===== src/rtl/param_delay_line.sv =====
// param_delay_line: WIDTH-bit data plus a valid bit, delayed by DEPTH
// clock-enabled register stages. Supports stall (CE), a synchronous flush
// that kills every in-flight valid, and a live count of valid tokens held.
module param_delay_line #(
  parameter int unsigned      WIDTH = 1,
  parameter int unsigned      DEPTH = 1,
  parameter logic [WIDTH-1:0] INIT  = '0
) (
  input  logic                       CLK,
  input  logic                       ASYNCRESET,
  input  logic [WIDTH-1:0]           I,
  input  logic                       valid_in,
  input  logic                       CE,
  input  logic                       flush,
  output logic [WIDTH-1:0]           O,
  output logic                       valid_out,
  output logic [$clog2(DEPTH+1)-1:0] count
);

  localparam int unsigned CW = $clog2(DEPTH + 1);

  logic [WIDTH-1:0] r_data [DEPTH];
  logic [DEPTH-1:0] r_valid;
  logic [CW-1:0]    r_count;
  logic [CW-1:0]    w_count_next;
  logic             w_last_valid;

  assign w_last_valid = r_valid[DEPTH-1];

  // Stage 0 data: captures I on every enabled edge; data is never gated by valid.
  always_ff @(posedge CLK or posedge ASYNCRESET) begin
    if (ASYNCRESET) begin
      r_data[0] <= INIT;
    end else if (CE) begin
      r_data[0] <= I;
    end
  end

  // Stage 0 valid: flush wins over the token presented in the same cycle.
  always_ff @(posedge CLK or posedge ASYNCRESET) begin
    if (ASYNCRESET) begin
      r_valid[0] <= 1'b0;
    end else if (flush) begin
      r_valid[0] <= 1'b0;
    end else if (CE) begin
      r_valid[0] <= valid_in;
    end
  end

  // Stages 1..DEPTH-1 shift from the previous stage; empty when DEPTH == 1.
  for (genvar gi = 1; gi < DEPTH; gi++) begin : g_stage
    // Data of stage gi follows stage gi-1 on enabled edges, flush or not.
    always_ff @(posedge CLK or posedge ASYNCRESET) begin
      if (ASYNCRESET) begin
        r_data[gi] <= INIT;
      end else if (CE) begin
        r_data[gi] <= r_data[gi-1];
      end
    end

    // Valid of stage gi shifts on enabled edges and is cleared by flush.
    always_ff @(posedge CLK or posedge ASYNCRESET) begin
      if (ASYNCRESET) begin
        r_valid[gi] <= 1'b0;
      end else if (flush) begin
        r_valid[gi] <= 1'b0;
      end else if (CE) begin
        r_valid[gi] <= r_valid[gi-1];
      end
    end
  end

  // Occupancy: one token enters and/or one leaves per enabled edge, so the
  // count moves by at most one and stays equal to the number of set valids.
  always_comb begin
    w_count_next = r_count;
    if (flush) begin
      w_count_next = '0;
    end else if (CE) begin
      if (valid_in && !w_last_valid) begin
        w_count_next = r_count + CW'(1);
      end else if (!valid_in && w_last_valid) begin
        w_count_next = r_count - CW'(1);
      end
    end
  end

  // Occupancy register.
  always_ff @(posedge CLK or posedge ASYNCRESET) begin
    if (ASYNCRESET) begin
      r_count <= '0;
    end else begin
      r_count <= w_count_next;
    end
  end

  assign O         = r_data[DEPTH-1];
  assign valid_out = w_last_valid;
  assign count     = r_count;

`ifndef SYNTHESIS
  // Bit k set: a token was accepted k+1 edges ago and every edge since then
  // was enabled without flush, so it must now sit k stages down the line.
  logic [DEPTH-1:0] r_chk_tok;

  // Tracks tokens launched under uninterrupted enable for the latency check.
  always_ff @(posedge CLK or posedge ASYNCRESET) begin
    if (ASYNCRESET) begin
      r_chk_tok <= '0;
    end else if (CE && !flush) begin
      r_chk_tok <= (r_chk_tok << 1) | DEPTH'(valid_in);
    end else begin
      r_chk_tok <= '0;
    end
  end

  a_latency : assert property (@(posedge CLK) disable iff (ASYNCRESET)
    r_chk_tok[DEPTH-1] |-> valid_out);

  a_count_max : assert property (@(posedge CLK) disable iff (ASYNCRESET)
    32'(r_count) <= DEPTH);

  a_count_pop : assert property (@(posedge CLK) disable iff (ASYNCRESET)
    32'(r_count) == $countones(r_valid));

  a_flush : assert property (@(posedge CLK) disable iff (ASYNCRESET)
    flush |=> !valid_out);
`endif

endmodule


===== config.mk =====
export PLATFORM = sky130hd
export DESIGN_NAME = param_delay_line
export DESIGN_NICKNAME = d
export VERILOG_FILES = /design/src/rtl/param_delay_line.sv
export SDC_FILE = /design/constraint.sdc
export NUM_CORES = 1
export LEC_CHECK = 0
export CORE_AREA = 2 2 39 41
export DETAILED_ROUTE_END_ITERATION = 10
export DIE_AREA = 0 0 41 43
export PLACE_DENSITY = 0.42
export SLEW_MARGIN = 10
export SYNTH_ARGS = -nofsm -noshare
export SYNTH_HDL_FRONTEND = slang
export SYNTH_SLANG_ARGS = --single-unit

===== constraint.sdc =====
create_clock -name CLK -period 1.27 [get_ports CLK]
set_input_delay 0.1905 -clock CLK [delete_from_list [all_inputs] [get_ports CLK]]
set_output_delay 0.1905 -clock CLK [all_outputs]
set_load 0.01 [all_outputs]

==> summary.txt <==
Critical path
  – Crit path to: valid_out
  – R2R Setup Slk: 0.26 ns
  – Worst-path maximum fanout: 3
  – Crit. End Element: output port
  – CP max-delay cell: dfrtp_1
  – Worst Setup SP: valid_out$_DFFE_PP0P_
  – RR Endpoint: count$_DFFE_PP0P_
  – Crit path required time: around 1.1 ns
  – Crit path max-delay family: flip-flops
  – CP peak stage delay: 0.40 ns
  – Ordered list of cells on the worst path: dlygate4sd2_1
  – Crit. path cell count: 1
  – R2R depth: 3
  – R2R Path Start: valid_out$_DFFE_PP0P_
  – Buf+Inv Stages, Crit Path: 1
  – Crit path launch type: flip-flop
  – CP arrival: 0.92 ns
  – CP Class: flip-flop to output port

Floorplanning
  – Die ar.: roughly 1800 um^2
  – Area of the core: 1380 um^2
  – Die Wd: just over 40 um
  – Initial core utilization: roughly a tenth
  – Row cnt: 14
  – DIE HEIGHT: 43 um
  – # IOs: 9

Routing
  – 1st-pass router iterations: 2
  – Number of remaining DRC errors: 0
  – Total number of vias: 137
  – Routed WL: ~360 um
  – DR vias/cell: 3.43
  – Drt wl/cell: 9.00 um
  – Final antenna-violating net count: 0
  – First DRT Iteration DRCs: 1

Clock tree
  – H-tree depth: 1
  – Worst-path clk slew: ~0.040 ns
  – Clk Latency, worst-skew pair: 0.23 ns
  – Clock Tree Buf Depth: 2
  – Post-CTS Hold Buffers: 0
  – Clk root buf: clkbuf_4
  – CTS tree: yes
  – Clock Sinks: 3
  – Num CTS Buffers: 3

Pwr
  – Peak VDD IR: 196 uV
  – LEAKAGE: around 0.12 nW
  – P per Cell Area: roughly 1300 nW/um^2

Placement
  – Port Buf Inserts: 8
  – Dpl ws: -0.0324 ns
  – DP Area: 236 um^2
  – Routability cong.: roughly 0.5

GRT
  – Initial antenna violation count: 0
  – First-pass GRT wire length: 627 um
  – Global Route Usage Sum: under 10%
  – Total grt overflow: 0
  – Largest net degree at the start of global routing: 5
  – Vias in the first global route: 181

STA
  – Final period utilization: 87.8%
  – Slew Limit Fails: 0
  – Max_slew headroom: 87.3%
  – Fmax: 897 MHz
  – Final setup fails: 0
  – Final Critical Period: 1.11 ns
  – Slew of the pin with the lowest slew margin: 0.189 ns
  – Min Hold Slack: 0.124 ns
  – RSZ-0062 raised after global routing: no
  – Final WS setup: 0.155 ns
  – Fin. Hold Viols: 0
  – Clock skew after layout: 0.00000905 ns
  – Final setup TNS: 0 ns

Cells and area
  – Synthesis-to-layout area growth: 89.9%
  – Finished Cell Area: 259 um^2
  – Share of cells above drive strength 1: 16.7%
  – Diodes inserted: 0
  – Nets: 31
  – Final core area utilization: 18.7%

Synthesis
  – Synth top area share: 55.0%
  – YS warnings: 0
  – Synthesized area per cell: 11.4 um^2
  – Synth Cell Area: 136 um^2
  – Synth top area cells: dfrtp_1 55%, mux2_2 8.3%, mux2i_1 7.3%, a31o_1 6.4%, xor2_1 6.4%
  – Post-Synthesis Cells: 12
  – Syn Nets: 18
  – Yosys cell types: 9
  – Flops & latches, synth: 3
  – Top cell type by total area after synthesis: dfrtp_1
  – Seq/Total Area, Yosys: a little under three fifths

Hold path
  – Tightest Hold Check Type: input port to async pin

Status
  – Run status: finished clean

Job
  – Max_cap viols: 0
-- per-stage QoR --
| step | power (W) | cells |
|---|---|---|
| 2_1_floorplan | 0.000130 | 12 |
| 3_3_place_gp | 0.000165 | 36 |
| 3_5_place_dp | 0.000169 | 36 |
| 4_1_cts | 0.000339 | 40 |
| 5_1_grt | 0.000357 | 40 |
| 6_report | 0.000331 | 40 |
-- how the worst min path moves through the flow --
stage / start / end / depth (start not counted)
2_1_floorplan: ASYNCRESET / O$_DFFE_PP0P_ / 1
3_5_place_dp: ASYNCRESET / count$_DFFE_PP0P_ / 2
5_1_grt: ASYNCRESET / O$_DFFE_PP0P_ / 2
3_3_place_gp: ASYNCRESET / O$_DFFE_PP0P_ / 2
4_1_cts: ASYNCRESET / O$_DFFE_PP0P_ / 2
6_report: ASYNCRESET / count$_DFFE_PP0P_ / 2
-- registers in the layout, summed over array words and instances, names as in the netlist --
register and flops:
valid_out 1, count 1, O 1
-- final cells by class --
class / count / area, um^2
clock buffer: 4 / 26.3
inverter: 1 / 3.75
sequential: 3 / 75.1
fill: 162 / 1120
multi-input combinational: 8 / 57.6
tap: 16 / 20.0
timing repair buffer: 8 / 76.3
-- cells in the mapped netlist, drive strengths merged --
master,n
inv,1
xor2,1
a31o,1
mux2,1
nand2b,1
dfrtp,3
a21oi,1
mux2i,1
nor2,2
-- cells by family (layout without fill, tap and decap cells) --
logic type,Yosys count,after routing,synth area share (%)
AOI/OAI and AO/OA,2,2,10.1
xor gates and xnor gates,1,1,6.42
buffers and inverters,1,13,2.75
DFF,3,3,55.0
muxes,2,2,15.6
and+or+nand+nor,3,3,10.1
-- report_power, final --
part | leakage [nW] | internal (W) | switching, W
clock network | 0.0150 | 0.000118 | 0.0000520
registers | 0.0383 | 0.000104 | 0.00000561
logic | 0.0700 | 0.0000310 | 0.0000201
total | 0.123 | 0.000253 | 0.0000777
-- repair_timing --
item                       CTS  global route
resized for setup            3             0
setup endpoints to repair    3             0
setup buffers                0             0
-- layer usage --
layer  vias up  wire [um]  track usage, %
met1        59        141            4.84
met2        11        136            7.50
met5         -          0               0
li1         65          -               -
met4         0         19            10.0
met3         2         63            5.24
-- cells in the final DEF, fill, tap and decap left out --
cell,n
mux2i_1,1
nand2b_1,1
clkdlybuf4s50_1,5
a21oi_1,1
nor2_1,2
dfrtp_1,3
a31o_1,1
inv_1,1
clkbuf_4,3
mux2_2,1
clkbuf_1,1
dlygate4sd2_1,3
xor2_1,1
Note: power is estimated with default switching activity, not from simulation.
